`src/rtl/seq_scan_ctrl_if.sv`:
```
// Detector-side bundle of seq_scan_ctrl: clear, serial bit stream, hit pulse.
// master = sequencer, slave = detector core.
interface seq_scan_ctrl_if;
  logic det_clr;
  logic det_valid;
  logic det_bit;
  logic det_hit;

  modport master (
    output det_clr,
    output det_valid,
    output det_bit,
    input  det_hit
  );

  modport slave (
    input  det_clr,
    input  det_valid,
    input  det_bit,
    output det_hit
  );
endinterface

```
`src/rtl/seq_scan_ctrl.sv`:
```
// Scan sequencer: serializes a switch pattern into the detector, counts hits.
// SEQ_SCAN_CTRL_CIRCULAR_EN: rotate pattern, shift 2*WIDTH-1 bits.
module seq_scan_ctrl #(
  parameter int WIDTH     = 10,
  parameter int CNT_W     = 4,
  parameter int DRAIN_CYC = 2
) (
  input  logic                clk,
  input  logic                rst,
  input  logic                en,
  input  logic [WIDTH-1:0]    pattern,
  seq_scan_ctrl_if.master     det,
  output logic                busy,
  output logic                done,
  output logic                aborted,
  output logic [CNT_W-1:0]    match_count
);

`ifdef SEQ_SCAN_CTRL_CIRCULAR_EN
  localparam int SHIFT_LEN = 2*WIDTH - 1;
`else
  localparam int SHIFT_LEN = WIDTH;
`endif

  localparam int CW = $clog2(SHIFT_LEN + DRAIN_CYC + 1);
  localparam logic [CW-1:0] SHIFT_LAST = CW'(SHIFT_LEN - 1);
  localparam logic [CW-1:0] DRAIN_LAST = CW'(DRAIN_CYC - 1);
  localparam logic [CNT_W-1:0] CNT_MAX = '1;

  typedef enum logic [2:0] {
    IDLE,
    LOAD,
    SHIFT,
    DRAIN,
    DONE
  } state_t;

  state_t state, state_nxt;

  logic             en_d;
  logic [WIDTH-1:0] shreg;
  logic [CW-1:0]    bcnt;
  logic             start;
  logic             load;
  logic             shift;
  logic             abort;
  logic             cnt_clr;
  logic             cnt_inc;
  logic             hit_ok;

  assign start = en & ~en_d;

  always_ff @(posedge clk or posedge rst) begin
    if (rst) begin
      state <= IDLE;
    end else begin
      state <= state_nxt;
    end
  end

  always_comb begin
    state_nxt = state;
    load      = 1'b0;
    shift     = 1'b0;
    abort     = 1'b0;
    cnt_clr   = 1'b0;
    cnt_inc   = 1'b0;
    hit_ok    = 1'b0;
    unique case (state)
      IDLE: begin
        if (start) begin
          state_nxt = LOAD;
        end
      end
      LOAD: begin
        if (!en) begin
          abort     = 1'b1;
          state_nxt = IDLE;
        end else begin
          load      = 1'b1;
          cnt_clr   = 1'b1;
          state_nxt = SHIFT;
        end
      end
      SHIFT: begin
        hit_ok = 1'b1;
        if (!en) begin
          abort     = 1'b1;
          state_nxt = IDLE;
        end else begin
          shift = 1'b1;
          if (bcnt == SHIFT_LAST) begin
            cnt_clr   = 1'b1;
            state_nxt = DRAIN;
          end else begin
            cnt_inc = 1'b1;
          end
        end
      end
      DRAIN: begin
        hit_ok = 1'b1;
        if (!en) begin
          abort     = 1'b1;
          state_nxt = IDLE;
        end else if (bcnt == DRAIN_LAST) begin
          state_nxt = DONE;
        end else begin
          cnt_inc = 1'b1;
        end
      end
      DONE: begin
        if (!en) begin
          state_nxt = IDLE;
        end
      end
      default: state_nxt = IDLE;
    endcase
  end

  // One counter serves both the SHIFT bit index and the DRAIN wait.
  always_ff @(posedge clk or posedge rst) begin
    if (rst) begin
      en_d    <= 1'b0;
      shreg   <= '0;
      bcnt    <= '0;
      aborted <= 1'b0;
    end else begin
      en_d    <= en;
      aborted <= abort;
      if (load) begin
        shreg <= pattern;
      end else if (shift) begin
`ifdef SEQ_SCAN_CTRL_CIRCULAR_EN
        shreg <= {shreg[WIDTH-2:0], shreg[WIDTH-1]};
`else
        shreg <= {shreg[WIDTH-2:0], 1'b0};
`endif
      end
      if (cnt_clr) begin
        bcnt <= '0;
      end else if (cnt_inc) begin
        bcnt <= bcnt + 1'b1;
      end
    end
  end

  always_ff @(posedge clk or posedge rst) begin
    if (rst) begin
      match_count <= '0;
    end else if (load) begin
      match_count <= '0;
    end else if (hit_ok && det.det_hit && match_count != CNT_MAX) begin
      match_count <= match_count + 1'b1;
    end
  end

  assign det.det_clr   = (state == LOAD);
  assign det.det_valid = (state == SHIFT);
  assign det.det_bit   = (state == SHIFT) ? shreg[WIDTH-1] : 1'b0;
  assign busy          = (state == LOAD) || (state == SHIFT) || (state == DRAIN);
  assign done          = (state == DONE);

endmodule

```
`src/flat_wrapper.sv`:
```
// flat-port wrapper written by rule: the top's interface ports become plain ports
module seq_scan_ctrl_flat 
#(
  parameter int WIDTH     = 10,
  parameter int CNT_W     = 4,
  parameter int DRAIN_CYC = 2
)
  (clk, rst, en, pattern, busy, done, aborted, match_count, det_det_clr, det_det_valid, det_det_bit, det_det_hit);
  seq_scan_ctrl_if det_i ();
  input  logic clk;
  input  logic rst;
  input  logic en;
  input  logic [WIDTH-1:0] pattern;
  output logic busy;
  output logic done;
  output logic aborted;
  output logic [CNT_W-1:0] match_count;
  output wire logic [$bits(det_i.det_clr)-1:0] det_det_clr;
  output wire logic [$bits(det_i.det_valid)-1:0] det_det_valid;
  output wire logic [$bits(det_i.det_bit)-1:0] det_det_bit;
  input wire logic [$bits(det_i.det_hit)-1:0] det_det_hit;
  assign det_det_clr = det_i.det_clr;
  assign det_det_valid = det_i.det_valid;
  assign det_det_bit = det_i.det_bit;
  assign det_i.det_hit = det_det_hit;
  seq_scan_ctrl #(.WIDTH(WIDTH), .CNT_W(CNT_W), .DRAIN_CYC(DRAIN_CYC)) u_core (.clk(clk), .rst(rst), .en(en), .pattern(pattern), .det(det_i), .busy(busy), .done(done), .aborted(aborted), .match_count(match_count));
endmodule
```
`config.mk`:
```
export PLATFORM = sky130hd
export DESIGN_NAME = seq_scan_ctrl_flat
export DESIGN_NICKNAME = d
export VERILOG_FILES = /design/src/rtl/seq_scan_ctrl_if.sv /design/src/rtl/seq_scan_ctrl.sv /design/src/flat_wrapper.sv
export SDC_FILE = /design/constraint.sdc
export NUM_CORES = 1
export LEC_CHECK = 0
export CAP_MARGIN = 20
export CORE_ASPECT_RATIO = 1.5
export CORE_UTILIZATION = 30
export CTS_BUF_LIST = sky130_fd_sc_hd__clkbuf_4 sky130_fd_sc_hd__clkbuf_8
export DETAILED_ROUTE_END_ITERATION = 10
export HOLD_SLACK_MARGIN = 0.02
export PLACE_DENSITY = 0.5
export SYNTH_ARGS = -nofsm -noshare
export SYNTH_HDL_FRONTEND = slang
export SYNTH_SLANG_ARGS = --single-unit
```
`constraint.sdc`:
```
create_clock -name clk -period 2.1 [get_ports clk]
set_clock_uncertainty 0.05 [all_clocks]
set_input_delay 0.525 -clock clk [delete_from_list [all_inputs] [get_ports clk]]
set_output_delay 0.525 -clock clk [all_outputs]
set_load 0.02 [all_outputs]
```
## Yosys cells after proc, flatten, opt, wreduce, memory -nomap -nowiden

Cells that the tools add are included.

| word-level totals | value |
|---|---|
| register bits after elaboration | 23 |
| bits of input ports | 14 |
| output and inout port bits | 10 |
| logic and storage cells | 61 |

| cells by class | value |
|---|---|
| mux-type cells | 29 |
| bitwise gates (word level) | 2 |
| equal/unequal tests | 11 |
| reductions and logical operators | 11 |
| $add $sub $neg | 2 |

Operators by type and width:

| operator | number |
|---|---|
| 2-to-1 mux 10 bit | 2 |
| 2-to-1 mux 3 bit | 6 |
| 2-to-1 mux 4 bit | 4 |
| one-hot mux 3 bit (5 select lines) | 1 |
| 2-to-1 mux 1 bit | 13 |
| adder 4 x 1 -> 4 bit (second input constant) | 2 |
| == test 3 x 2 -> 1 bit (second input constant) | 2 |
| inequality test 3 x 2 -> 1 bit (second input constant) | 2 |
| nonzero test 2 bit | 3 |
| == test 4 x 1 -> 1 bit (second input constant) | 1 |
| == test 4 bit (second input constant) | 1 |
| inequality test 4 bit (second input constant) | 1 |
| one-hot mux 1 bit (2 select lines) | 2 |
| AND reduction 4 bit | 1 |
| == test 3 x 1 -> 1 bit (second input constant) | 1 |
| == test 3 bit (second input constant) | 1 |
| logical NOT 3 bit | 1 |
| OR reduction 3 bit | 1 |
| logical AND 1 bit | 2 |
| logical OR 1 bit | 2 |
| 2-to-1 mux 2 bit | 1 |
| inequality test 2 x 1 -> 1 bit (second input constant) | 1 |
| inequality test 2 bit (second input constant) | 1 |
| OR reduction 2 bit | 1 |
| 2 further kinds | 2 |

## Longest topological paths before layout

| logic depth | value |
|---|---|
| depth after elaboration | 7 |
| mapped depth | 7 |
| mapped depth without buffers | 6 |

## Least setup slack after synthesis

OpenSTA, ideal clock, no wires.

| timing path | value |
|---|---|
| path kind | reg-to-output |
| from | reg u_core.state[2] |
| to | out det_det_bit |
| slack | 0.269 ns |
| cell stages (with the launch flop) | 5 |
| arrival time | 1.256 ns |
| data required time | 1.525 ns |
| buffers on the path | 1 |
| cell sequence | dfrtp_1 buf_4 nand2b_1 nor2_1 and2_1 |

| between the ends | value |
|---|---|
| cells in the longest elaborated chain, start to end | 2 |

Ends and longest elaborated chain:

| element | RTL line | source |
|---|---|---|
| from (decl) | seq_scan_ctrl.sv:38 | `state_t state, state_nxt;` |
| from (signal assigned) | seq_scan_ctrl.sv:57 | `state <= state_nxt;` |
| == test 3 x 2 -> 1 bit | -- |  |
| net det_det_valid | flat_wrapper.sv:19 | `output wire logic [$bits(det_i.det_valid)-1:0] det_det_valid;` |
| 2-to-1 mux 1 bit | seq_scan_ctrl.sv:159 | `assign det.det_bit = (state == SHIFT) ? shreg[WIDTH-1] : 1'b0;` |
| to (decl) | flat_wrapper.sv:20 | `output wire logic [$bits(det_i.det_bit)-1:0] det_det_bit;` |

The timed path passes the listed nets, and every way through them passes these cells.

## Worst setup path in the final report

| timing path | value |
|---|---|
| from | reg u_core.state[2] |
| to | out det_det_bit |

| between the ends | value |
|---|---|
| cells in the longest elaborated chain, start to end | 2 |

Ends and longest elaborated chain:

| element | RTL line |
|---|---|
| == test 3 x 2 -> 1 bit | seq_scan_ctrl.sv:159 |
| 2-to-1 mux 1 bit | seq_scan_ctrl.sv:159 |

No other way between the ends.

==> out/results.txt <==
Initial Util: 0.314
Crit Path Class: reg2out
Clock buffer depth: 2
HPWL after DPL: 1.81 mm
Status: finished clean
Netlist cell types: 40
Lkg Pwr: 0.724 nW
Nets: 170
TritonCTS buffer count: 3
Worst path bufs/invs: 1
Yosys warnings: 0
Grt ovf: 0
Flops & latches, synth: 23
Clk sink count: 23
Largest net degree at the start of global routing: 24
Multi-input combinational cell area: 579 um^2
Pre-CTS WS: 0.0669 ns
Relative slew slack: 0.793
Gr usage total: 0.127
Syn_area_per_cell: 10.2 um^2
R2R cell count: 5
Critical path peak fanout: 2
Syn_nets: 139
Layout area overhead: 29.0%
# hold bufs at CTS: 0
I/O pin cnt: 24
DRC viols: 0
Total Power: 0.00110 W
Mapped Cells: 122
Die H: 80.9 um
GP Congestion: 0.823
Via Count: 968
Fill count: 395
Final Hold Viols: 0
Most frequent cells in the layout: 22 x dfrtp_1, 18 x clkdlybuf4s50_1, 12 x nand2_1
Most common library cell in the layout ignoring fill and taps: dfrtp_1
Min Tclk post-route: 2.02 ns
Crit. Startpoint: u_core.state[2]
DRT iter0 DRCs: 12
Max incr delay on CP: 0.39 ns
Setup TNS: 0 ns
Post-Syn Area: 1240 um^2
Synth top area share: 0.462
Fin crit share: 0.961
Port Buf Inserts: 23
Startpoint class of the critical path: register
Skew-Pair Late Insertion Delay: 0.26 ns
CP top delay family: simple AND/OR/NAND/NOR gates
Final Max Slew Viols: 0
Ys async rst share: 1.00
Layout cell share with drive strength beyond 1: 0.158
Cell Rows: 28
Hold crit path type: reg2reg
Fin area: 1610 um^2
Vias in the first global route: 976
Antenna Cells: 0
DIE WIDTH: 54.6 um
Power Density: 684 nW/um^2
Setup Viol. Count Final: 0
Post-route ant nets: 0
Critical Path RT: 1.52 ns
Worst Setup End Kind: primary output
H-tree depth: 1
Max Freq: 0.496 GHz
Synth Flop Type: dfrtp_1
Worst path arrival time: 1.44 ns
Global-route wire length before repair: 4.16 mm
CTS tree: done
Die area: 4420 um^2
Crit-path slowest cell: dfrtp_1
Worst VDD drop: 0.000399 V
Worst Setup EP: det_det_bit
Initial antenna violation count: 0
Core area: 3960 um^2
Post-synth top area cell: dfrtp_1
CP Depth: 4
Worst-path clk slew: 0.09 ns
Worst flop-to-flop path startpoint: u_core.bcnt[0]
Final setup margin: 0.0828 ns
Synth top area cells: dfrtp_1 46%, mux2i_1 8.0%, nand2_1 3.6%
Final wirelength: 2.45 mm
Max-Cap Viols: 0
Reg2reg end: u_core.state[0]
CTS root buf: clkbuf_8
Seq/Total Area, Yosys: 0.462
Reg2Reg Setup Slack: 0.43 ns
Post-synth EDFFs: 0
Register area: 577 um^2
Per-cell routed wire length: 12.4 um
Worst Tran Pin Value: 0.311 ns
Post-DR vias/cell: 4.91
Placed Area: 1560 um^2
Final core area utilization: 0.406
RSZ-0062 raised after global routing: no
1st-pass router iterations: 4
Critical path cell sequence: nand2b_1, nor2_1, and2_1, clkdlybuf4s15_1
Yosys cell counts (2+ instances only):
| master | number |
|---|---|
| a21oi_1 | 5 |
| a22o_1 | 2 |
| and2_1 | 2 |
| buf_2 | 2 |
| buf_4 | 3 |
| buf_6 | 2 |
| dfrtp_1 | 23 |
| ha_1 | 3 |
| inv_1 | 4 |
| mux2_2 | 2 |
| mux2i_1 | 10 |
| nand2_1 | 12 |
| nand3_1 | 4 |
| nor2_1 | 9 |
| nor2b_2 | 2 |
| nor3_1 | 3 |
| o21ai_0 | 2 |
| o21ai_1 | 8 |
| xor2_1 | 3 |
how the worst min path moves through the flow:
stage,startpoint,to,slack [ns],cells after the start
CTS,u_core.shreg[7],u_core.shreg[7],0.44,2
finish,u_core.shreg[7],u_core.shreg[7],0.44,2
global route,u_core.shreg[7],u_core.shreg[7],0.47,2
detailed placement,u_core.shreg[7],u_core.shreg[7],0.42,2
global placement,u_core.shreg[1],u_core.shreg[1],0.42,2
floorplan,u_core.shreg[9],u_core.shreg[9],0.40,2
worst reg2reg max path: cells and delay by family (launching register included):
family	cells	cell delay [ns]
AOI/OAI and AO/OA	1	0.14
adders and majority gates	1	0.20
DFF	1	0.48
muxes	1	0.37
and+or+nand+nor	2	0.33
layer usage:
layer	share of wire	up-vias	GRT usage
met4	0.015	0	0.0590
met2	0.53	20	0.206
met5	0	-	0
li1	-	482	-
met3	0.030	4	0.0187
met1	0.42	462	0.160
metrics by stage:
step           hold slack, ns  cells
2_1_floorplan           0.397    122
3_3_place_gp            0.418    193
3_5_place_dp            0.423    193
4_1_cts                 0.444    197
5_1_grt                 0.472    197
6_report                0.441    197
power breakdown:
group	total, W	leakage, nW	internal (W)	switching, W
Sequential	0.000581	0.306	0.000525	0.0000562
Clock	0.000276	0.0255	0.000132	0.000144
Combinational	0.000242	0.392	0.000129	0.000113
Total	0.00110	0.724	0.000786	0.000313
repair_timing:
item / 4_1_cts / 5_1_grt
gates resized for setup: 6 / 1
gates cloned: 0 / 0
endpoints found under the setup margin: 5 / 1
buffers inserted: 0 / 0
endpoints found under the hold margin: 0 / 0
state kept, by name, indices dropped and copies added (netlist names):
register            flops
u_core.shreg           10
u_core.bcnt             4
u_core.match_count      4
u_core.state            3
u_core.aborted          1
u_core.en_d             1
cell type report:
class | count | share of cell area
clock buffer | 3 | 0.0257
clock inverter | 1 | 0.00312
inverter | 4 | 0.00935
multi-input combinational | 87 | 0.361
sequential | 23 | 0.359
tap | 45 | 0.0350
timing repair buffer | 34 | 0.207
logic make-up (layout without fill, tap and decap cells):
| group | after synthesis | count (layout) | share of synthesized area |
|---|---|---|---|
| AOI/OAI and AO/OA | 26 | 26 | 0.133 |
| xor gates and xnor gates | 3 | 3 | 0.0211 |
| adders and majority gates | 3 | 3 | 0.0302 |
| buffers and inverters | 12 | 42 | 0.0724 |
| DFF | 23 | 23 | 0.462 |
| muxes | 12 | 12 | 0.0985 |
| and+or+nand+nor | 43 | 43 | 0.183 |
No activity file was read; power rests on OpenSTA's default activity.
